[src/rtl/serial_tx_pkg.sv]
`default_nettype none
// +-----------------------------------------------------------------+
// | serial_tx_pkg : state encodings and line levels for the serial link |
// | Rev 1.0                                                          |
// +-----------------------------------------------------------------+
package serial_tx_pkg;

    typedef enum logic [2:0] {
        ST_IDLE   = 3'd0,
        ST_START  = 3'd1,
        ST_DATA   = 3'd2,
        ST_PARITY = 3'd3,
        ST_STOP   = 3'd4
    } tx_state_t;

    localparam logic LINE_IDLE = 1'b1;
    localparam logic START_BIT = 1'b0;

endpackage
`default_nettype wire

[src/rtl/serial_tx_bit_timer.sv]
`default_nettype none
// +-----------------------------------------------------------------+
// | bit_timer : counts clocks within one serial bit, pulses tick    |
// | Rev 1.0                                                          |
// +-----------------------------------------------------------------+
module bit_timer #(
    parameter int CLKS_PER_BIT = 4
) (
    input  logic clk,
    input  logic rst,
    input  logic clr,
    output logic tick
);

    localparam int CNT_W = (CLKS_PER_BIT > 1) ? $clog2(CLKS_PER_BIT) : 1;
    localparam logic [CNT_W-1:0] c_LAST = CNT_W'(CLKS_PER_BIT - 1);

    logic [CNT_W-1:0] r_count;

    always_ff @(posedge clk or posedge rst) begin
        if (rst) begin
            r_count <= '0;
        end else if (clr || tick) begin
            r_count <= '0;
        end else begin
            r_count <= r_count + 1'b1;
        end
    end

    assign tick = (r_count == c_LAST);

endmodule
`default_nettype wire

[src/rtl/serial_tx.sv]
`default_nettype none
// +-----------------------------------------------------------------+
// | serial_tx : UART-style parallel-to-serial frame transmitter     |
// | Rev 1.0                                                          |
// +-----------------------------------------------------------------+
module serial_tx
    import serial_tx_pkg::*;
#(
    parameter int DATA_W       = 8,
    parameter int CLKS_PER_BIT = 4,
    parameter int PARITY_EN    = 0
) (
    input  logic              clk,
    input  logic              rst,
    input  logic              tx_valid,
    input  logic [DATA_W-1:0] tx_data,
    output logic              tx_ready,
    output logic              tx_out,
    output logic              busy
);

    localparam int CNT_W = $clog2(DATA_W + 1);
    localparam logic [CNT_W-1:0] c_LAST_BIT = CNT_W'(DATA_W - 1);

    tx_state_t         r_state, w_state_nxt;
    logic [DATA_W-1:0] r_shift, w_shift_nxt;
    logic [CNT_W-1:0]  r_bit_cnt, w_bit_cnt_nxt;
    logic              r_parity, w_parity_nxt;
    logic              r_tx_out, w_tx_out_nxt;
    logic              r_tx_ready;
    logic              r_busy;
    logic              w_tick;
    logic              w_clr;

    bit_timer #(
        .CLKS_PER_BIT(CLKS_PER_BIT)
    ) u_bit_timer (
        .clk (clk),
        .rst (rst),
        .clr (w_clr),
        .tick(w_tick)
    );

    always_ff @(posedge clk or posedge rst) begin
        if (rst) begin
            r_state    <= ST_IDLE;
            r_shift    <= '0;
            r_bit_cnt  <= '0;
            r_parity   <= 1'b0;
            r_tx_out   <= LINE_IDLE;
            r_tx_ready <= 1'b1;
            r_busy     <= 1'b0;
        end else begin
            r_state    <= w_state_nxt;
            r_shift    <= w_shift_nxt;
            r_bit_cnt  <= w_bit_cnt_nxt;
            r_parity   <= w_parity_nxt;
            r_tx_out   <= w_tx_out_nxt;
            r_tx_ready <= (w_state_nxt == ST_IDLE);
            r_busy     <= (w_state_nxt != ST_IDLE);
        end
    end

    always_comb begin
        w_state_nxt   = r_state;
        w_shift_nxt   = r_shift;
        w_bit_cnt_nxt = r_bit_cnt;
        w_parity_nxt  = r_parity;
        case (r_state)
            ST_IDLE: begin
                if (tx_valid && r_tx_ready) begin
                    w_shift_nxt   = tx_data;
                    w_parity_nxt  = ^tx_data;
                    w_bit_cnt_nxt = '0;
                    w_state_nxt   = ST_START;
                end
            end
            ST_START: begin
                if (w_tick) w_state_nxt = ST_DATA;
            end
            ST_DATA: begin
                if (w_tick) begin
                    w_shift_nxt = r_shift >> 1;
                    if (r_bit_cnt == c_LAST_BIT) begin
                        w_bit_cnt_nxt = '0;
                        w_state_nxt   = (PARITY_EN != 0) ? ST_PARITY : ST_STOP;
                    end else begin
                        w_bit_cnt_nxt = r_bit_cnt + 1'b1;
                    end
                end
            end
            ST_PARITY: begin
                if (w_tick) w_state_nxt = ST_STOP;
            end
            ST_STOP: begin
                if (w_tick) w_state_nxt = ST_IDLE;
            end
            default: w_state_nxt = ST_IDLE;
        endcase

        // Timer restarts on every state entry and is held at zero while idle.
        w_clr = (r_state == ST_IDLE) || (w_state_nxt != r_state);

        // Line level is decoded from next-state so tx_out stays a flop output.
        case (w_state_nxt)
            ST_START:  w_tx_out_nxt = START_BIT;
            ST_DATA:   w_tx_out_nxt = w_shift_nxt[0];
            ST_PARITY: w_tx_out_nxt = w_parity_nxt;
            default:   w_tx_out_nxt = LINE_IDLE;
        endcase
    end

    assign tx_out   = r_tx_out;
    assign tx_ready = r_tx_ready;
    assign busy     = r_busy;

endmodule
`default_nettype wire

[config.mk]
export PLATFORM = sky130hd
export DESIGN_NAME = serial_tx
export DESIGN_NICKNAME = d
export VERILOG_FILES = /design/src/rtl/serial_tx_pkg.sv /design/src/rtl/serial_tx_bit_timer.sv /design/src/rtl/serial_tx.sv
export SDC_FILE = /design/constraint.sdc
export NUM_CORES = 1
export LEC_CHECK = 0
export CAP_MARGIN = 20
export CORE_AREA = 8 8 62 64
export DETAILED_ROUTE_END_ITERATION = 16
export DIE_AREA = 0 0 70 72
export PLACE_DENSITY = 0.66
export SYNTH_ARGS = -nofsm -noshare
export SYNTH_HDL_FRONTEND = slang
export SYNTH_SLANG_ARGS = --single-unit
[constraint.sdc]
create_clock -name clk -period 2.4 [get_ports clk]
set_input_delay 0.24 -clock clk [delete_from_list [all_inputs] [get_ports clk]]
set_output_delay 0.24 -clock clk [all_outputs]
set_load 0.1 [all_outputs]
=== Word level (Yosys, flattened, before mapping) ===
Cells that the tools add are included.

* Word-level logic and storage cells: 50
* Output and inout bits: 3
* Input port bits: 11
* Register bits: 21

* Eq/ne operators: 12
* Reductions and logical operators: 9
* Mux-type cells: 18
* $add $sub $neg: 2

{| class="wikitable"
|+ Operators with widths
! kind !! count
|-
| $mux 3 || 6
|-
| $mux 8 || 2
|-
| $pmux 8 s2 || 1
|-
| $pmux 3 s5 || 1
|-
| $eq 3x2->1 const B || 4
|-
| $mux 4 || 3
|-
| $pmux 4 s2 || 1
|-
| $reduce_xor 8->1 || 1
|-
| $eq 3x1->1 const B || 2
|-
| $logic_not 3->1 || 2
|-
| $add 4x1->4 const B || 1
|-
| $eq 4x3->1 const B || 1
|-
| $eq 3x3->1 const B || 1
|-
| $ne 3x3->1 || 1
|-
| $pmux 1 s3 || 1
|-
| $reduce_and 3->1 || 1
|-
| $reduce_bool 3->1 || 1
|-
| $add 2x1->2 const B || 1
|-
| $eq 2x2->1 const B || 1
|-
| $logic_or 1x1->1 || 2
|-
| $mux 1 || 2
|-
| $mux 2 || 1
|-
| $ne 2x1->1 const B || 1
|-
| $ne 2x2->1 const B || 1
|-
| 2 further kinds || 2
|}

=== Logic depth before layout (Yosys ltp) ===
Gate-level depths: netlist of run 1.

* Depth after elaboration: 8
* Depth in mapped cells: 8
* Mapped depth without buffers: 5

=== Hierarchy ===
Synthesis of run 1 repeated with hierarchy kept, for this count alone.

* Cells, all modules: 103
* Area, all modules: 1097.3 sq um

{| class="wikitable"
|+ By module, submodules not included
! module !! area an instance (sq um) !! times used !! cells an instance !! sequential area each (sq um)
|-
| serial_tx || 1008.5 || 1 || 97 || 478.0
|-
| bit_timer || 88.8 || 1 || 6 || 50.0
|}

=== Least setup slack after synthesis of run 1 ===
Ideal clock, no wire load.

* Kind: reg-to-reg
* From: register r_tx_ready, in the netlist tx_ready
* To: register r_bit_cnt[1]
* Period minus slack after synthesis: 1.790 ns
* Required time: 2.334 ns
* Path buffers: 1
* Arrival time: 1.724 ns
* Setup slack: 0.610 ns
* Cell stages (with the launch flop): 6
* Setup time: 0.066 ns
* Cell sequence: dfstp_2 and4bb_2 and2_4 buf_2 o211ai_1 nand2_1

* Cells in the longest elaborated chain, start to end: 3

{| class="wikitable"
|+ Ends and longest elaborated chain
! element !! line !! RTL
|-
| start, declared || serial_tx.sv:30 || <nowiki>logic r_tx_ready;</nowiki>
|-
| start signal, assigned || serial_tx.sv:59 || <nowiki>r_tx_ready <= (w_state_nxt == ST_IDLE);</nowiki>
|-
| $logic_and 1x1->1 || serial_tx.sv:71 || <nowiki>if (tx_valid && r_tx_ready) begin</nowiki>
|-
| $ne 2x2->1 (no source line) || n/a ||
|-
| $reduce_and 3->1 (no source line) || n/a ||
|-
| end signal, assigned || serial_tx.sv:56 || <nowiki>r_bit_cnt <= w_bit_cnt_nxt;</nowiki>
|-
| end, declared || serial_tx.sv:27 || <nowiki>logic [CNT_W-1:0] r_bit_cnt, w_bit_cnt_nxt;</nowiki>
|}

Every way passes these cells.
A chain may end at the register's enable or synchronous reset.

=== Worst setup path after layout of run 1 ===
* From: register u_bit_timer.r_count[0]
* To: register r_tx_out, in the netlist tx_out

* Cells in the longest elaborated chain, start to end: 5
* Elaborated cells between the ends (all ways): 12
* Those cells by class: eq/ne: 4; mux: 8

{| class="wikitable"
|+ Ends and longest elaborated chain
! element !! line !! RTL
|-
| start, declared || serial_tx_bit_timer.sv:18 || <nowiki>logic [CNT_W-1:0] r_count;</nowiki>
|-
| start signal, assigned || serial_tx_bit_timer.sv:26 || <nowiki>r_count <= r_count + 1'b1;</nowiki>
|-
| $eq 2x2->1 * || serial_tx_bit_timer.sv:30 || <nowiki>assign tick = (r_count == c_LAST);</nowiki>
|-
| $mux 3 (on tied branches) || n/a ||
|-
| $pmux 3 s5 || serial_tx.sv:69 || <nowiki>case (r_state)</nowiki>
|-
| $eq 3x2->1 or $eq 3x1->1 (tied branches) || serial_tx.sv:105 || <nowiki>case (w_state_nxt)</nowiki>
|-
| $pmux 1 s3 * || serial_tx.sv:105 ||
|-
| named net w_tx_out_nxt || serial_tx.sv:29 || <nowiki>logic r_tx_out, w_tx_out_nxt;</nowiki>
|-
| end signal, assigned || serial_tx.sv:58 || <nowiki>r_tx_out <= w_tx_out_nxt;</nowiki>
|-
| end, declared || serial_tx.sv:29 ||
|}

The timed path passes the listed nets; every way through them passes the cells marked *. The select of a mux whose other input is x is not followed.

==> implementation parameters, run 1 <==
Parameter                              Value

Logic synthesis
  Warnings from Yosys ... 0
  Fraction of post-synthesis cell area in the top cell type by area ... 0.434
  Post-Synthesis Cell Area ... 0.00110 mm²
  Syn avg cell area ... 11.0 µm²
  Synthesis-stage register bit count ... 21
  Share of async-settable or async-resettable flops after synthesis ... 1.00
  Cells after synthesis ... 100
  Number of enable flip-flop cells after synthesis ... 0
  Net Count, Synth ... 113
  Top cell type by total area after synthesis ... sky130_fd_sc_hd__dfrtp_1
  Cells taking the most area after synthesis ... sky130_fd_sc_hd__dfrtp_1 (43%), sky130_fd_sc_hd__nand2_1 (6.8%), sky130_fd_sc_hd__xnor2_1 (6.4%), sky130_fd_sc_hd__dfstp_2 (4.8%), sky130_fd_sc_hd__a22oi_1 (4.1%)
  Yosys cell types ... 37
  Sequential cell area fraction in the yosys report ... 0.482
  Leading register cell type out of synthesis ... sky130_fd_sc_hd__dfrtp_1

Global route
  Vias in the first global route ... 781
  Maximum number of pins on one net before global-route repair ... 22
  Global-route total usage across every layer ... 0.0795
  Total congestion overflow after global routing ... 0
  Antenna violations before repair ... 0
  Wire length of the first global-routing pass ... 3420 µm

Timing
  Min Clock Period, post-route ... 1.84 ns
  Max-slew violation total from the final report ... 0
  Worst hold margin ... 0.378 ns
  Final number of setup-violating endpoints ... 0
  Highest achievable clock rate ... 0.543 GHz
  RSZ-0062 raised after global routing ... false
  Period utilization ... 0.767
  Count of endpoints failing hold in the final timing report ... 0
  Post-Route Skew ... 0.00204 ns
  Setup TNS ... 0 ns
  Relative slew slack ... 0.476
  Transition at the pin with the smallest max-transition slack ... 0.785 ns

Route
  Detailed Route Iter0 Violations ... 5
  Via density per instance ... 5.21
  Sum of met3 wire segment lengths after detailed routing ... 36 µm
  Detail Route Antenna Nets ... 0
  Via count ... 760
  Total wire length after detailed routing ... 1960 µm
  Met2 wirelength from detailed routing ... 966 µm
  WL per Instance ... 13.4 µm
  Highest routing layer actually used ... met3
  Total DRC errors in the routed layout ... 0
  Number of optimization iterations in the first detailed-route pass ... 4
  DRT met1 WL ... 952 µm

Clock tree
  Cell chosen for the clock root ... sky130_fd_sc_hd__clkbuf_4
  Post_cts resized ... 0
  Max Root-Sink Buffers ... 2
  Clock sink count ... 21
  CTS H-tree depth ... 1
  TritonCTS clock tree ... yes
  Later-pin clock latency in the skew report ... 0.29 ns
  Post-CTS clock slew at the launch and capture registers of the worst setup and hold paths ... 0.11 ns
  Post-CTS Setup Repair Bufs ... 0
  Total CTS buffers ... 3
  CTS Hold Bufs ... 0

Worst setup path
  Sort of element at the start of the critical path ... flop
  Endpoint arrival time on the critical path ... 2.06 ns
  Highest fanout seen on the critical path ... 12
  Category of the worst setup path capture point ... flop
  Required time of the critical path ... 2.62 ns
  Critical path class ... flop to flop

Job
  Max-cap violations ... 0

Layout
  Area Growth Syn to Fin ... 14.5%
  Total Nets Final ... 127
  Leading cell type in the layout, fill and taps excluded ... sky130_fd_sc_hd__nand2_1
  Commonest non-fill, non-tap cells in the layout ... sky130_fd_sc_hd__nand2_1 (20), sky130_fd_sc_hd__dfrtp_1 (19), sky130_fd_sc_hd__clkdlybuf4s50_1 (10)
  Share of post-route cells with drive strength above 1 ... 0.150
  Ant diodes ... 0

Floorplan
  Area of the die ... 0.00504 mm²
  Die X-Extent ... 70 µm
  Standard-cell rows ... 20
  I/O pin count ... 14
  Die height ... 72 µm
  Effective utilization at floorplan ... 0.378
  Core Box Area ... 0.00290 mm²

Pwr
  Leak ... 0.544 nW
  PwrDens ... 909 mW/mm²
  Total power consumption of the routed design ... 1.14 mW
  Peak supply drop ... 0.000447 V

Placed design
  Routability Congestion ... 0.851
  IO Port Bufs ... 13
  Post-detailed-placement half-perimeter wirelength ... 1490 µm

Hold path
  Path type of the worst min-delay path ... input pin to asynchronous set/reset pin

Run status
  Status ... finished clean
-- metal layers --
metal / GRT usage / up-vias
met5: 0 / -
met4: 0.0201 / 0
met3: 0.0205 / 0
met2: 0.137 / 9
met1: 0.0959 / 369
li1: - / 382
-- final timing paths --
path | depth (start not counted) | startpoint | slack, ns | end
max | 5 | u_bit_timer.r_count[0] | 0.56 | tx_out
min in group clk | 1 | u_bit_timer.r_count[0] | 0.45 | u_bit_timer.r_count[0]
max in group asynchronous | 2 | rst | 1.54 | u_bit_timer.r_count[1]
min | 2 | rst | 0.38 | r_shift[5]
min reg2reg | 1 | u_bit_timer.r_count[0] | 0.45 | u_bit_timer.r_count[0]
max reg2reg | 5 | u_bit_timer.r_count[0] | 0.56 | tx_out
-- flip-flops by register name, indices dropped and copies added (netlist names) --
signal,cells
r_shift,8
r_bit_cnt,4
r_state,3
u_bit_timer.r_count,2
busy,1
r_parity,1
tx_out,1
tx_ready,1
-- through the flow --
stage	area [µm²]	cells	setup slack, ns	utilization
6_report	1250	146	0.559	0.432
5_1_grt	1250	146	0.398	0.432
4_1_cts	1250	146	0.555	0.432
3_5_place_dp	1230	142	0.581	0.423
3_3_place_gp	1230	142	0.610	0.423
2_1_floorplan	1100	100	0.610	-
-- report_power, final --
group	internal [mW]	leakage (nW)	total (mW)	switching [mW]
clock network	0.0646	0.0150	0.165	0.100
registers	0.470	0.262	0.538	0.0685
logic	0.176	0.267	0.438	0.262
-- cell usage after synthesis (all sizes together), types with 2 or more instances --
| library cell | n |
|---|---|
| nand2 | 20 |
| dfrtp | 19 |
| xnor2 | 8 |
| a22oi | 7 |
| nor2 | 5 |
| o21ai | 5 |
| buf | 4 |
| and2 | 3 |
| a21oi | 2 |
| and4bb | 2 |
| dfstp | 2 |
| ha | 2 |
| inv | 2 |
| nor3 | 2 |
| nor3b | 2 |
-- critical path: stages, from the launching register on --
cell	delay, ns
sky130_fd_sc_hd__dfrtp_1	0.37
sky130_fd_sc_hd__ha_1	0.33
sky130_fd_sc_hd__and4bb_1	0.48
sky130_fd_sc_hd__a21oi_4	0.14
sky130_fd_sc_hd__a2111oi_4	0.38
sky130_fd_sc_hd__a22oi_2	0.07
-- kinds of logic after synthesis --
group,share of synthesized area
xor gates and xnor gates,0.0639
adders and majority gates,0.0228
and+or+nand+nor,0.210
buffers and inverters,0.0354
AOI/OAI and AO/OA,0.186
DFF,0.482
-- area by class of cell --
| class | count | area, µm² |
|---|---|---|
| Clock buffer | 4 | 26.3 |
| Multi-Input combinational cell | 73 | 529 |
| Timing Repair Buffer | 13 | 123 |
| Tap cell | 33 | 41.3 |
| Inverter | 2 | 7.51 |
| Sequential cell | 21 | 528 |
| Fill cell | 286 | 1650 |
No activity file was read; power rests on OpenSTA's default activity.
==> run 2, diff against run 1 <==
Settings changed: PLACE_DENSITY 0.66 to 0.68.
Clock period 2.4 ns to 1.54 ns, I/O delays scaled along.
==> implementation parameters, run 2 (synthesis results as in run 1) <==
Parameter                              Value

Layout
  Flip-flop count of the largest register after layout ... 8
  Commonest non-fill, non-tap cells in the layout ... sky130_fd_sc_hd__buf_4 (21), sky130_fd_sc_hd__nand2_1 (20), sky130_fd_sc_hd__dfrtp_1 (16)
  Leading cell type in the layout, fill and taps excluded ... sky130_fd_sc_hd__buf_4
  Register name with the most flops ... r_shift
  Share of post-route cells with drive strength above 1 ... 0.368
  Total Nets Final ... 150
  Largest registers ... r_shift (8), r_bit_cnt (4), r_state (3)
  Ant diodes ... 0
  Area occupied by multi-input gates ... 577 µm²
  FF/Latch Area ... 536 µm²
  Area Growth Syn to Fin ... 38.4%
  Number of fill cells in the layout ... 264

Route
  Total DRC errors in the routed layout ... 0
  Via density per instance ... 5.14
  Highest routing layer actually used ... met3
  Met2 wirelength from detailed routing ... 1090 µm
  Detailed Route Iter0 Violations ... 26
  Total wire length after detailed routing ... 2210 µm
  Number of optimization iterations in the first detailed-route pass ... 4
  Sum of met3 wire segment lengths after detailed routing ... 92 µm
  DRT met1 WL ... 1030 µm
  Detail Route Antenna Nets ... 0
  Via count ... 869
  WL per Instance ... 13.1 µm

Timing
  Min Clock Period, post-route ... 1.51 ns
  Transition at the pin with the smallest max-transition slack ... 0.329 ns
  Post-Route Skew ... 0.00256 ns
  Relative slew slack ... 0.780
  Worst hold margin ... 0.175 ns
  Final number of setup-violating endpoints ... 0
  Highest achievable clock rate ... 0.660 GHz
  Smallest setup slack after layout ... 0.0255 ns
  Period utilization ... 0.983
  Max-slew violation total from the final report ... 0
  Count of endpoints failing hold in the final timing report ... 0
  RSZ-0062 raised after global routing ... true

Placed design
  IO Port Bufs ... 13
  Post-detailed-placement half-perimeter wirelength ... 1630 µm
  Routability Congestion ... 0.753
  Post-placement worst setup slack ... -0.111 ns

Job
  Max-cap violations ... 0

Worst setup path
  Highest fanout seen on the critical path ... 3
  Critical path class ... flop to flop
  Sort of element at the start of the critical path ... flop
  Category of the worst setup path capture point ... flop
  Required time of the critical path ... 1.74 ns
  Endpoint arrival time on the critical path ... 1.71 ns

Global route
  Wire length of the first global-routing pass ... 3870 µm
  Total congestion overflow after global routing ... 0
  Antenna violations before repair ... 0
  Vias in the first global route ... 918
  Global-route total usage across every layer ... 0.0903
  Maximum number of pins on one net before global-route repair ... 22

Floorplan
  Die X-Extent ... 70 µm
  Effective utilization at floorplan ... 0.378
  Core Box Area ... 0.00290 mm²
  Standard-cell rows ... 20
  I/O pin count ... 14
  Area of the die ... 0.00504 mm²
  Die height ... 72 µm

Clock tree
  Cell chosen for the clock root ... sky130_fd_sc_hd__clkbuf_4
  Max Root-Sink Buffers ... 2
  Post-CTS clock slew at the launch and capture registers of the worst setup and hold paths ... 0.12 ns
  Later-pin clock latency in the skew report ... 0.30 ns
  CTS Hold Bufs ... 0
  TritonCTS clock tree ... yes
  CTS H-tree depth ... 1
  Clock sink count ... 21
  Total CTS buffers ... 3

Pwr
  Peak supply drop ... 0.000958 V
  PwrDens ... 1410 mW/mm²
  Leak ... 0.667 nW

Hold path
  Path type of the worst min-delay path ... input pin to asynchronous set/reset pin

Run status
  Status ... finished clean
run 2: routing by layer:
metal / GRT usage / vias up
met5: 0 / -
li1: - / 433
met2: 0.158 / 20
met1: 0.105 / 416
met3: 0.0314 / 0
met4: 0.0134 / 0
run 2: layout make-up:
cell class | count | area share
multi-input combinational | 74 | 0.380
sequential | 21 | 0.353
timing repair buffer | 35 | 0.217
tap | 33 | 0.0272
clock buffer | 4 | 0.0173
inverter | 2 | 0.00495
run 2: timing repair:
item	in CTS	in global routing
resized for setup	6	7
buffers inserted	4	3
pin swaps	2	6
setup endpoints to repair	3	4
cloned	0	1
run 2: metrics by stage:
step	utilization	power, mW	TNS, ns	cells	area, µm²
final	0.522	2.13	0	169	1520
after global routing	0.522	2.28	-0.0402	169	1520
after CTS	0.502	2.07	0	165	1460
after detailed placement	0.478	1.78	-0.142	157	1390
after global placement	0.478	1.74	-0.0713	157	1390
after floorplan	-	1.46	-0.720	100	1120
run 2: power by group:
group / internal, mW / switching (mW)
sequential: 0.735 / 0.120
combinational: 0.536 / 0.473
clock: 0.101 / 0.169
total: 1.37 / 0.762
run 2: path summary, 6_finish.rpt:
path	from	cells past startpoint	slack (ns)	to
setup / recovery	r_bit_cnt[1]	5	0.03	busy
max in group asynchronous	rst	3	1.09	tx_out
hold reg to reg	r_bit_cnt[3]	1	0.48	r_bit_cnt[3]
hold / removal	rst	3	0.17	r_bit_cnt[2]
min in group clk	tx_data[7]	3	0.47	r_shift[7]
setup reg to reg	r_bit_cnt[1]	5	0.03	busy
run 2: critical path, cell delays in order (launching register included):
cell                        delay, ns
sky130_fd_sc_hd__dfrtp_1         0.40
sky130_fd_sc_hd__ha_2            0.19
sky130_fd_sc_hd__and3b_2         0.22
sky130_fd_sc_hd__o2111ai_2       0.18
sky130_fd_sc_hd__o21ai_2         0.09
sky130_fd_sc_hd__or3_4           0.32
